--- config.mk ---
export PLATFORM = sky130hd
export DESIGN_NAME = ifft2d_frame_sched
export DESIGN_NICKNAME = d
export VERILOG_FILES = /design/src/rtl/ifft2d_frame_sched_pkg.sv /design/src/rtl/ifft2d_frame_sched_tag_fifo.sv /design/src/rtl/ifft2d_frame_sched.sv
export SDC_FILE = /design/constraint.sdc
export NUM_CORES = 1
export LEC_CHECK = 0
export CAP_MARGIN = 20
export CELL_PAD_IN_SITES_DETAIL_PLACEMENT = 0
export CELL_PAD_IN_SITES_GLOBAL_PLACEMENT = 2
export CORE_ASPECT_RATIO = 1.1
export CORE_MARGIN = 2
export CORE_UTILIZATION = 44
export CTS_BUF_LIST = sky130_fd_sc_hd__clkbuf_2
export DETAILED_ROUTE_END_ITERATION = 6
export DONT_BUFFER_PORTS = 1
export GPL_TIMING_DRIVEN = 0
export HOLD_SLACK_MARGIN = 0.12
export PLACE_DENSITY_LB_ADDON = 0.1
export SYNTH_ARGS = -nofsm -noshare
export SYNTH_HDL_FRONTEND = slang
export SYNTH_SLANG_ARGS = --single-unit
--- constraint.sdc ---
create_clock -name clk -period 4.55 [get_ports clk]
set_clock_uncertainty 0.05 [all_clocks]
set_input_delay 0.6825 -clock clk [delete_from_list [all_inputs] [get_ports clk]]
set_output_delay 0.6825 -clock clk [all_outputs]
set_load 0.01 [all_outputs]
--- src/rtl/ifft2d_frame_sched_pkg.sv ---
// Shared definitions for the 2D IFFT frame scheduler: FSM states, width helpers and 8x8 kernel defaults.
package ifft2d_frame_sched_pkg;

    typedef enum logic [1:0] {
        ST_IDLE  = 2'd0,
        ST_ISSUE = 2'd1,
        ST_GAP   = 2'd2
    } sched_state_t;

    localparam int DEF_ROWS      = 8;
    localparam int DEF_OUT_BEATS = 8;

    function automatic int sched_clog2(input int value);
        int res;
        int v;
        res = 0;
        v   = value - 1;
        while (v > 0) begin
            res = res + 1;
            v   = v >> 1;
        end
        return res;
    endfunction

    // An ID bus never collapses to zero bits, even with a single requester.
    function automatic int sched_id_width(input int nreq);
        return (nreq > 1) ? sched_clog2(nreq) : 1;
    endfunction

endpackage

--- src/rtl/ifft2d_frame_sched_tag_fifo.sv ---
// Tag FIFO holding the requester ID of every frame in flight through the IFFT core.
// DEPTH must be a power of two; push when full and pop when empty are ignored.
module ifft_tag_fifo
    import ifft2d_frame_sched_pkg::*;
#(
    parameter int DEPTH = 4,
    parameter int WIDTH = 2
) (
    input  logic             clk,
    input  logic             rstn,
    input  logic             i_push,
    input  logic [WIDTH-1:0] i_push_data,
    input  logic             i_pop,
    output logic [WIDTH-1:0] o_pop_data,
    output logic             o_full,
    output logic             o_empty
);

    localparam int PTR_W = sched_clog2(DEPTH);

    logic [WIDTH-1:0] r_mem [DEPTH];
    logic [PTR_W:0]   r_wr_ptr;
    logic [PTR_W:0]   r_rd_ptr;
    logic             w_do_push;
    logic             w_do_pop;

    // The extra pointer MSB tells a full FIFO apart from an empty one.
    assign o_empty    = (r_wr_ptr == r_rd_ptr);
    assign o_full     = (r_wr_ptr[PTR_W] != r_rd_ptr[PTR_W]) &&
                        (r_wr_ptr[PTR_W-1:0] == r_rd_ptr[PTR_W-1:0]);
    assign w_do_push  = i_push && !o_full;
    assign w_do_pop   = i_pop && !o_empty;
    assign o_pop_data = r_mem[r_rd_ptr[PTR_W-1:0]];

    always_ff @(posedge clk or negedge rstn) begin
        if (!rstn) begin
            r_wr_ptr <= '0;
            r_rd_ptr <= '0;
            for (int i = 0; i < DEPTH; i++) begin
                r_mem[i] <= '0;
            end
        end else begin
            if (w_do_push) begin
                r_mem[r_wr_ptr[PTR_W-1:0]] <= i_push_data;
                r_wr_ptr <= r_wr_ptr + 1'b1;
            end
            if (w_do_pop) begin
                r_rd_ptr <= r_rd_ptr + 1'b1;
            end
        end
    end

endmodule

--- src/rtl/ifft2d_frame_sched.sv ---
// Frame scheduler for the 8x8 2D IFFT: round-robin tile grant, row reads, start pulse and output tagging.
// Define SCHED_PERF_CNT_EN to add the perf_frames / perf_stall saturating counters.
module ifft2d_frame_sched
    import ifft2d_frame_sched_pkg::*;
#(
    parameter int  NREQ      = 4,
    parameter int  ADDR_W    = 10,
    parameter int  ROWS      = DEF_ROWS,
    parameter int  OUT_BEATS = DEF_OUT_BEATS,
    parameter int  FRAME_GAP = 2,
    parameter int  MAX_OUTST = 4,
    localparam int ID_W      = sched_id_width(NREQ)
) (
    input  logic                   clk,
    input  logic                   rstn,
    input  logic [NREQ-1:0]        req_valid,
    input  logic [NREQ*ADDR_W-1:0] req_base,
    output logic [NREQ-1:0]        req_ack,
    output logic                   mem_rd_en,
    output logic [ADDR_W-1:0]      mem_rd_addr,
    output logic                   ifft_invalid,
    input  logic                   ifft_outvalid,
    output logic                   out_valid,
    output logic [ID_W-1:0]        out_id,
    output logic                   out_last,
    output logic                   busy,
    output logic                   err_orphan
`ifdef SCHED_PERF_CNT_EN
    ,
    output logic [31:0]            perf_frames,
    output logic [31:0]            perf_stall
`endif
);

    localparam int ROW_W  = sched_clog2(ROWS + 1);
    localparam int GAP_W  = sched_clog2(FRAME_GAP + 2);
    localparam int BEAT_W = sched_clog2(OUT_BEATS + 1);

    localparam logic [ROW_W-1:0]  LAST_ROW  = ROW_W'(ROWS - 1);
    localparam logic [GAP_W-1:0]  LAST_GAP  = GAP_W'((FRAME_GAP > 0) ? FRAME_GAP - 1 : 0);
    localparam logic [BEAT_W-1:0] LAST_BEAT = BEAT_W'(OUT_BEATS);
    localparam logic [ID_W-1:0]   LAST_REQ  = ID_W'(NREQ - 1);
    localparam logic [ID_W:0]     NREQ_V    = (ID_W + 1)'(NREQ);

    sched_state_t      r_state;
    logic [ID_W-1:0]   r_rr_ptr;
    logic [ADDR_W-1:0] r_base;
    logic [ROW_W-1:0]  r_row;
    logic [GAP_W-1:0]  r_gap;
    logic [NREQ-1:0]   r_ack;
    logic              r_invalid;
    logic              r_rd_en;
    logic [ADDR_W-1:0] r_addr;

    logic              r_out_valid;
    logic [ID_W-1:0]   r_out_id;
    logic              r_out_last;
    logic [BEAT_W-1:0] r_beat;
    logic              r_err;

    logic [NREQ-1:0]   w_rot;
    logic [ID_W-1:0]   w_offset;
    logic [ID_W:0]     w_sum;
    logic              w_grant_found;
    logic [ID_W-1:0]   w_grant_idx;
    logic [ADDR_W-1:0] w_grant_base;
    logic              w_can_grant;
    logic              w_fifo_full;
    logic              w_fifo_empty;
    logic [ID_W-1:0]   w_fifo_head;
    logic              w_pop_ok;

    // Rotate the requests so the RR pointer sits at bit 0, pick the first set bit, rotate back.
    always_comb begin
        w_rot         = NREQ'({req_valid, req_valid} >> r_rr_ptr);
        w_offset      = '0;
        w_grant_found = 1'b0;
        for (int k = 0; k < NREQ; k++) begin
            if (!w_grant_found && w_rot[k]) begin
                w_grant_found = 1'b1;
                w_offset      = ID_W'(k);
            end
        end
        w_sum = {1'b0, r_rr_ptr} + {1'b0, w_offset};
        if (w_sum >= NREQ_V) begin
            w_sum = w_sum - NREQ_V;
        end
        w_grant_idx  = w_sum[ID_W-1:0];
        w_grant_base = '0;
        for (int k = 0; k < NREQ; k++) begin
            if (w_grant_idx == ID_W'(k)) begin
                w_grant_base = req_base[k*ADDR_W +: ADDR_W];
            end
        end
    end

    assign w_can_grant = (r_state == ST_IDLE) && w_grant_found && !w_fifo_full;

    // A new burst may only start when idle or on the final beat of the current one.
    assign w_pop_ok = ifft_outvalid && !w_fifo_empty && (!r_out_valid || r_out_last);

    ifft_tag_fifo #(
        .DEPTH (MAX_OUTST),
        .WIDTH (ID_W)
    ) u_tag_fifo (
        .clk         (clk),
        .rstn        (rstn),
        .i_push      (w_can_grant),
        .i_push_data (w_grant_idx),
        .i_pop       (w_pop_ok),
        .o_pop_data  (w_fifo_head),
        .o_full      (w_fifo_full),
        .o_empty     (w_fifo_empty)
    );

    // Outputs are registered, so the state seen during a row beat already names the next action.
    always_ff @(posedge clk or negedge rstn) begin
        if (!rstn) begin
            r_state   <= ST_IDLE;
            r_rr_ptr  <= '0;
            r_base    <= '0;
            r_row     <= '0;
            r_gap     <= '0;
            r_ack     <= '0;
            r_invalid <= 1'b0;
            r_rd_en   <= 1'b0;
            r_addr    <= '0;
        end else begin
            r_ack     <= '0;
            r_invalid <= 1'b0;
            case (r_state)
                ST_IDLE: begin
                    r_rd_en <= 1'b0;
                    if (w_can_grant) begin
                        r_ack     <= NREQ'(1) << w_grant_idx;
                        r_invalid <= 1'b1;
                        r_rd_en   <= 1'b1;
                        r_addr    <= w_grant_base;
                        r_base    <= w_grant_base;
                        r_row     <= ROW_W'(1);
                        r_rr_ptr  <= (w_grant_idx == LAST_REQ) ? '0 : w_grant_idx + 1'b1;
                        r_state   <= ST_ISSUE;
                    end
                end
                ST_ISSUE: begin
                    r_rd_en <= 1'b1;
                    r_addr  <= r_base + ADDR_W'(r_row);
                    r_row   <= r_row + 1'b1;
                    if (r_row == LAST_ROW) begin
                        r_gap   <= '0;
                        r_state <= (FRAME_GAP > 0) ? ST_GAP : ST_IDLE;
                    end
                end
                ST_GAP: begin
                    r_rd_en <= 1'b0;
                    if (r_gap == LAST_GAP) begin
                        r_state <= ST_IDLE;
                    end else begin
                        r_gap <= r_gap + 1'b1;
                    end
                end
                default: begin
                    r_rd_en <= 1'b0;
                    r_state <= ST_IDLE;
                end
            endcase
        end
    end

    always_ff @(posedge clk or negedge rstn) begin
        if (!rstn) begin
            r_out_valid <= 1'b0;
            r_out_id    <= '0;
            r_out_last  <= 1'b0;
            r_beat      <= '0;
            r_err       <= 1'b0;
        end else begin
            if (ifft_outvalid && !w_pop_ok) begin
                r_err <= 1'b1;
            end
            if (w_pop_ok) begin
                r_out_valid <= 1'b1;
                r_out_id    <= w_fifo_head;
                r_beat      <= BEAT_W'(1);
                r_out_last  <= (OUT_BEATS == 1);
            end else if (r_out_valid) begin
                if (r_out_last) begin
                    r_out_valid <= 1'b0;
                    r_out_last  <= 1'b0;
                    r_beat      <= '0;
                end else begin
                    r_beat     <= r_beat + 1'b1;
                    r_out_last <= ((r_beat + 1'b1) == LAST_BEAT);
                end
            end
        end
    end

`ifdef SCHED_PERF_CNT_EN
    logic [31:0] r_perf_frames;
    logic [31:0] r_perf_stall;

    always_ff @(posedge clk or negedge rstn) begin
        if (!rstn) begin
            r_perf_frames <= '0;
            r_perf_stall  <= '0;
        end else begin
            if (w_can_grant && (r_perf_frames != '1)) begin
                r_perf_frames <= r_perf_frames + 32'd1;
            end
            if ((r_state == ST_IDLE) && (req_valid != '0) && w_fifo_full && (r_perf_stall != '1)) begin
                r_perf_stall <= r_perf_stall + 32'd1;
            end
        end
    end

    assign perf_frames = r_perf_frames;
    assign perf_stall  = r_perf_stall;
`endif

    assign req_ack      = r_ack;
    assign ifft_invalid = r_invalid;
    assign mem_rd_en    = r_rd_en;
    assign mem_rd_addr  = r_addr;
    assign out_valid    = r_out_valid;
    assign out_id       = r_out_id;
    assign out_last     = r_out_last;
    assign err_orphan   = r_err;
    assign busy         = (r_state != ST_IDLE) || !w_fifo_empty || r_out_valid;

endmodule
# ---- Word-level counts from Yosys, hierarchy flattened
# Index checks and enable logic that the tools add are counted.
dict set report op_classes {
  n_eq_ne 15
  reduce_logical 32
  add_sub_neg 9
  mux 44
  magnitude_cmp 4
  bitwise_logic 2
  shift 2
}
# operator n
set op_table {}
lappend op_table {{10-bit 2-to-1 mux} 5}
lappend op_table {{2-bit 2-to-1 mux} 12}
lappend op_table {{4-bit 2-to-1 mux} 6}
lappend op_table {{10-bit case mux with 2 select lines} 1}
lappend op_table {{1-bit 2-to-1 mux} 13}
lappend op_table {{1-bit logical AND} 12}
lappend op_table {{10-bit by 4-bit adder with 10-bit output} 1}
lappend op_table {{3-bit >= comparator, second input constant} 3}
lappend op_table {{4-bit by 1-bit adder with 4-bit output, second input constant} 2}
lappend op_table {{8-bit bitwise mux} 1}
lappend op_table {{4-bit case mux with 2 select lines} 1}
lappend op_table {{2-bit nonzero test} 4}
lappend op_table {{8-bit by 2-bit >> shifter with 4-bit output} 1}
lappend op_table {{1-bit zero test} 7}
lappend op_table {{3-bit by 1-bit adder with 3-bit output, second input constant} 2}
lappend op_table {{2-bit by 1-bit equality test with 1-bit output, second input constant} 3}
lappend op_table {{2-bit equality test, second input constant} 3}
lappend op_table {{2-bit != test, second input constant} 3}
lappend op_table {{2-bit inverter with 3-bit output} 2}
lappend op_table {{2-bit case mux with 3 select lines} 1}
lappend op_table {{3-bit AND reduction} 2}
lappend op_table {{2-bit by 1-bit adder with 2-bit output, second input constant} 2}
lappend op_table {{2-bit binary-select mux with 2-bit select} 1}
lappend op_table {{2-bit demux with 2-bit select} 1}
lappend op_table {{15 further kinds} 19}
dict set report word_totals {
  ff_bits 59
  output_inout_bits 22
  input_bits 47
  wordCells 128
}

# ---- Logic depth before layout (Yosys ltp)
dict set report depth {
  word_depth 21
  ltp_mapped 17
  depth_no_buf 15
}

# ---- Hierarchy
# Synthesis repeated with hierarchy kept, for this count alone.
dict set report unflattened {
  cells_unflattened 367
  hier_area_um2 3532.1
}
# module area_each_um2 cells_per_inst n_inst seq_area_each_um2
set by_module_without_submodules {}
lappend by_module_without_submodules {ifft2d_frame_sched 2731.4 302 1 1126.1}
lappend by_module_without_submodules {ifft_tag_fifo 800.8 65 1 350.3}

# ---- Worst setup path after synthesis
# OpenSTA, ideal clock, no wires.
dict set report synth_path {
  path_type {in2reg}
  startpoint {input req_valid[2]}
  endpoint {register r_addr[4] (netlist: mem_rd_addr[4])}
  arrival_ns 3.031
  path_buffers 1
  stages 16
  required_time_ns 4.374
  setup_time_ns 0.126
  path_slack_ns 1.343
  path_cell_list {inv_1 > a2bb2oi_1 > nor2_1 > a21oi_1 > a21oi_1 > ha_1 > xnor2_1 > xnor2_1 > inv_1 > ha_1 > clkbuf_1 > a21oi_1 > o21ai_0 > a22oi_1 > nor2_2 > a311o_1}
}
dict set report synth_via {
  elab_chain_len 21
  word_cells_on_any_way 32
  cone_classes {add/sub: 2; order compare: 1; eq/ne: 4; shift: 1; mux: 14; reduce/logical: 10}
}
# item line
set synth_lines {}
lappend synth_lines {{start, declared} ifft2d_frame_sched.sv:16} ;# input logic [NREQ-1:0] req_valid,
lappend synth_lines {{8-bit by 2-bit >> shifter with 4-bit output *} ifft2d_frame_sched.sv:75} ;# w_rot = NREQ'({req_valid, req_valid} >> r_rr_ptr);
lappend synth_lines {{1-bit 2-to-1 mux} ifft2d_frame_sched.sv:79} ;# if (!w_grant_found && w_rot[k]) begin
lappend synth_lines {{1-bit zero test} ifft2d_frame_sched.sv:79}
lappend synth_lines {{1-bit logical AND} ifft2d_frame_sched.sv:79}
lappend synth_lines {{1-bit 2-to-1 mux} ifft2d_frame_sched.sv:79}
lappend synth_lines {{1-bit zero test} ifft2d_frame_sched.sv:79}
lappend synth_lines {{1-bit logical AND} ifft2d_frame_sched.sv:79}
lappend synth_lines {{1-bit 2-to-1 mux} ifft2d_frame_sched.sv:79}
lappend synth_lines {{[... 4 more ...]} --}
lappend synth_lines {{3-bit >= comparator / 2-bit by 1-bit subtractor with 2-bit output (equally long branches)} {ifft2d_frame_sched.sv:85, ifft2d_frame_sched.sv:86}}
lappend synth_lines {{2-bit 2-to-1 mux *} ifft2d_frame_sched.sv:85} ;# if (w_sum >= NREQ_V) begin
lappend synth_lines {{named net u_tag_fifo.i_push_data[1]} ifft2d_frame_sched_tag_fifo.sv:12} ;# input logic [WIDTH-1:0] i_push_data,
lappend synth_lines {{2-bit zero test} ifft2d_frame_sched.sv:91} ;# if (w_grant_idx == ID_W'(k)) begin
lappend synth_lines {{10-bit 2-to-1 mux (3 in a row)} ifft2d_frame_sched.sv:91}
lappend synth_lines {{10-bit 2-to-1 mux *} ifft2d_frame_sched.sv:91}
lappend synth_lines {{10-bit 2-to-1 mux *} ifft2d_frame_sched.sv:134} ;# if (w_can_grant) begin
lappend synth_lines {{10-bit case mux with 2 select lines *} ifft2d_frame_sched.sv:131} ;# case (r_state)
lappend synth_lines {{end signal, assigned} ifft2d_frame_sched.sv:138} ;# r_addr <= w_grant_base;
lappend synth_lines {{end signal, assigned} ifft2d_frame_sched.sv:147} ;# r_addr <= r_base + ADDR_W'(r_row);
lappend synth_lines {{end, declared} ifft2d_frame_sched.sv:53} ;# logic [ADDR_W-1:0] r_addr;
# Mark *: on every way through the listed nets, which the timed path passes. The rest lies on a longest branch. The select of a mux whose other input is x is not followed.
# A chain may end at the register's enable or synchronous reset.

# ---- Worst setup path in the final report
dict set report layout_path {
  startpoint {register r_rr_ptr[1]}
  endpoint {register r_addr[1] (netlist: mem_rd_addr[1])}
}
dict set report layout_via {
  elab_chain_len 21
  word_cells_on_any_way 32
  cone_classes {add/sub: 2; order compare: 1; eq/ne: 4; shift: 1; mux: 14; reduce/logical: 10}
}
# item line
set layout_lines {}
lappend layout_lines {{start, declared} ifft2d_frame_sched.sv:46} ;# logic [ID_W-1:0] r_rr_ptr;
lappend layout_lines {{start signal, assigned} ifft2d_frame_sched.sv:141} ;# r_rr_ptr <= (w_grant_idx == LAST_REQ) ? '0 : w_grant_idx + 1'b1;
lappend layout_lines {{8-bit by 2-bit >> shifter with 4-bit output} ifft2d_frame_sched.sv:75}
lappend layout_lines {{1-bit 2-to-1 mux} ifft2d_frame_sched.sv:79}
lappend layout_lines {{1-bit zero test} ifft2d_frame_sched.sv:79}
lappend layout_lines {{1-bit logical AND} ifft2d_frame_sched.sv:79}
lappend layout_lines {{1-bit 2-to-1 mux} ifft2d_frame_sched.sv:79}
lappend layout_lines {{1-bit zero test} ifft2d_frame_sched.sv:79}
lappend layout_lines {{1-bit logical AND} ifft2d_frame_sched.sv:79}
lappend layout_lines {{1-bit 2-to-1 mux} ifft2d_frame_sched.sv:79}
lappend layout_lines {{[... 4 more ...]} --}
lappend layout_lines {{3-bit >= comparator / 2-bit by 1-bit subtractor with 2-bit output (equally long branches)} {ifft2d_frame_sched.sv:85, ifft2d_frame_sched.sv:86}}
lappend layout_lines {{2-bit 2-to-1 mux *} ifft2d_frame_sched.sv:85}
lappend layout_lines {{named net u_tag_fifo.i_push_data[1]} ifft2d_frame_sched_tag_fifo.sv:12}
lappend layout_lines {{2-bit zero test} ifft2d_frame_sched.sv:91}
lappend layout_lines {{10-bit 2-to-1 mux (3 in a row)} ifft2d_frame_sched.sv:91}
lappend layout_lines {{10-bit 2-to-1 mux *} ifft2d_frame_sched.sv:91}
lappend layout_lines {{10-bit 2-to-1 mux *} ifft2d_frame_sched.sv:134}
lappend layout_lines {{10-bit case mux with 2 select lines *} ifft2d_frame_sched.sv:131}
# Marks and branches as above.

==> summary.txt <==
Timing
  – Unrepaired setup endpoints after global routing: false
  – Hold WS: 0.238 ns
  – Final Setup Violations: 0
  – Max Freq: 284 MHz
  – Final setup TNS: 0 ns
  – Slew Viols, Final: 0
  – Fin crit share: 77.5%
  – Slew @ Worst Pin: 0.803 ns
  – Final worst slack: 1.03 ns
  – Max-slew headroom: 46.3%
  – Post-route minimum period: 3.52 ns
  – Count of final hold-check violations: 0

Clock network
  – # H-tree levels: 3
  – Root buffer cell: clkbuf_2
  – Latest clock arrival within the worst-skew pair: 0.49 ns
  – Clk buf depth: 2
  – Clock transition at path regs: 0.18 ns
  – CTS Sinks: 59
  – Post-cts gate resize count: 0
  – CTS Buf Count: 9
  – CTS tree: yes

Floorplanning
  – Core ar.: 7430 µm²
  – Num ports: 69
  – Die area: 8360 µm²
  – Die W: 87.3 µm
  – Starting Density: 45.2%
  – Std-Cell Rows: 33
  – DIE HEIGHT: 95.7 µm

Setup path
  – Crit end category: register
  – WS Path Type: register to register
  – WP data arrival: 3.89 ns
  – Critical path peak fanout: 10
  – Critical path required time: 4.92 ns
  – Startpoint Class: register

Detailed routing
  – First-pass DRT Iterations: 4
  – Total number of vias: 2431
  – DRT iter0 DRCs: 55
  – Via density: 5.58
  – Drt total wl: 7.29 mm
  – Post-DR wirelength/cell: 16.7 µm
  – Remaining antenna violation count: 0
  – DRC: 0

GRT
  – Pin count of the biggest net entering global routing: 60
  – Vias in the first global route: 2470
  – GRT Total Usage: 19.5%
  – Antenna violations before repair: 0
  – Total global routing overflow: 0
  – First-pass GRT wire length: 12.3 mm

Outcome
  – Status: completed

Layout
  – Most frequent cells in the layout: dfrtp_1, nand2_1, inv_1
  – Non-Filler Instances: 436
  – Final nets: 410
  – Commonest non-fill, non-tap cell in the layout: dfrtp_1
  – Antenna Diode Count: 0
  – Final core occ: 49.0%
  – Share of cells above drive strength 1: 14.0%
  – Layout area overhead: 8.22%

Placed design
  – Gp weighted congestion: 0.769
  – Post-DP HPWL: 5.30 mm
  – DP Worst Slack: 0.898 ns
  – Port Buf Inserts: 0
  – Placed cells: 418

Pwr
  – Leak Pwr: 1.72 nW
  – Power Dens Cells: 891 nW/µm²
  – Sw power: 1.48 mW
  – Switch share: 45.7%
  – Peak VDD IR: 0.000385 V
  – Cell Int Power: 1.76 mW
  – Comb power frac: 57.0%
  – Sequential power share: 31.3%
  – Clk network pwr share: 11.7%

Worst hold path
  – Hold/Removal Path Class: primary input to register

Yosys
  – Main synth FF type: dfrtp_1
  – Post-synthesis cell area: 3360 µm²
  – Post-synth EDFFs: 0
  – Share of the synthesized area in the top cell type: 43.9%
  – Warnings from Yosys: 0
  – Async set-or-reset flop fraction in the synthesized netlist: 100%
  – Post-synth top area cell: dfrtp_1
  – Yosys cell types: 52
  – Syn Nets: 397
  – Syn_area_per_cell: 10.2 µm²
  – Post-synthesis cell count: 331
  – Count of state elements after synthesis: 59
  – Register area share after synthesis: 43.9%
  – Largest cells by area after synthesis: dfrtp_1, ha_1, nand2_1, mux2_4, xnor2_1

Run
  – Maxcap violations: 0
[logic make-up after synthesis]
logic type | count (synthesis) | share of synthesized area (%)
DFF | 59 | 43.9
adders and majority gates | 19 | 7.29
AOI/OAI and AO/OA | 88 | 17.9
and+or+nand+nor | 99 | 14.3
buffers and inverters | 32 | 4.69
xor gates and xnor gates | 18 | 4.69
muxes | 16 | 7.15
[final timing paths]
check / start / slack (ns) / depth (start not counted) / endpoint
worst max-delay path: r_rr_ptr[1] / 1.03 / 16 / mem_rd_addr[1]
max in group asynchronous: rstn / 3.53 / 2 / r_row[1]
worst min register to register: r_gap[1] / 0.46 / 2 / r_gap[1]
worst min-delay path: ifft_outvalid / 0.24 / 1 / err_orphan
min in group asynchronous: rstn / 0.64 / 2 / err_orphan
worst max register to register: r_rr_ptr[1] / 1.03 / 16 / mem_rd_addr[1]
[power groups by stage]
stage / registers, mW / logic (mW) / clock network, mW
after floorplan: 0.966 / 1.47 / 0
after detailed placement: 1.03 / 1.86 / 0
after global placement: 1.02 / 1.85 / 0
after global routing: 1.05 / 2.13 / 0.422
after CTS: 1.02 / 1.88 / 0.393
final: 1.01 / 1.85 / 0.379
[routing by layer]
layer	vias up	track usage (%)	wire (µm)
met4	0	8.33	149
li1	1205	-	-
met2	56	30.6	3480
met1	1155	25.9	3340
met3	15	4.33	313
met5	-	0	0
[sequential cells by signal, summed over array words and instances, names as in the netlist, 2 cells and up]
signal and cells:
r_row 4, req_ack 4, mem_rd_addr 10, out_id 2, r_rr_ptr 2, u_tag_fifo.r_wr_ptr 3, r_base 10, r_beat 4
u_tag_fifo.r_rd_ptr 3, r_state 2, u_tag_fifo.r_mem 8, r_gap 2
[cell usage after synthesis (2+ instances only)]
library cell / number
o21ai_0: 18
nand2_1: 40
buf_2: 2
dfrtp_1: 59
o211ai_1: 6
o2111ai_1: 3
inv_1: 20
o221ai_1: 5
nand2b_1: 6
clkbuf_1: 6
buf_6: 3
nor3_1: 6
nor2_2: 2
or2_2: 3
nand3_1: 8
ha_1: 18
mux4_1: 2
mux2_2: 6
a22oi_1: 3
xor2_1: 6
mux2_4: 8
a311o_1: 2
a221o_1: 3
xnor2_1: 12
o21a_1: 4
and3_1: 2
nor2_1: 17
nand2_4: 4
a21o_1: 8
and2_1: 3
a21oi_1: 18
nor2b_1: 5
o22ai_1: 4
[layout make-up]
cell class	count	area, µm²
buffer	11	66.3
clock buffer	10	50.0
clock inverter	6	80.1
fill	702	3790
inverter	21	91.3
multi-input combinational	240	1730
sequential	59	1480
tap	87	109
timing repair buffer	2	37.5
[critical path: stages (launching register included)]
cell and delay (ns):
dfrtp_1 0.38, buf_2 0.16, nand2b_1 0.16, a2bb2oi_1 0.15
nor2_1 0.05, a21oi_1 0.11, a21oi_1 0.08, ha_1 0.20
xnor2_1 0.13, xnor2_1 0.48, inv_1 0.14, ha_1 0.24
clkbuf_1 0.21, o211ai_1 0.22, o221ai_1 0.22, mux2_2 0.33
o21ai_0 0.13
[per-stage QoR]
step	power (mW)	area (µm²)
floorplan	2.44	3360
global placement	2.87	3470
detailed placement	2.89	3470
CTS	3.29	3640
global route	3.61	3640
finish	3.24	3640
[what timing repair did]
action,CTS,global route
hold endpoints to repair,59,0
hold buffers,2,0
buffers inserted,0,0
Power figures use the tool's default switching activity.
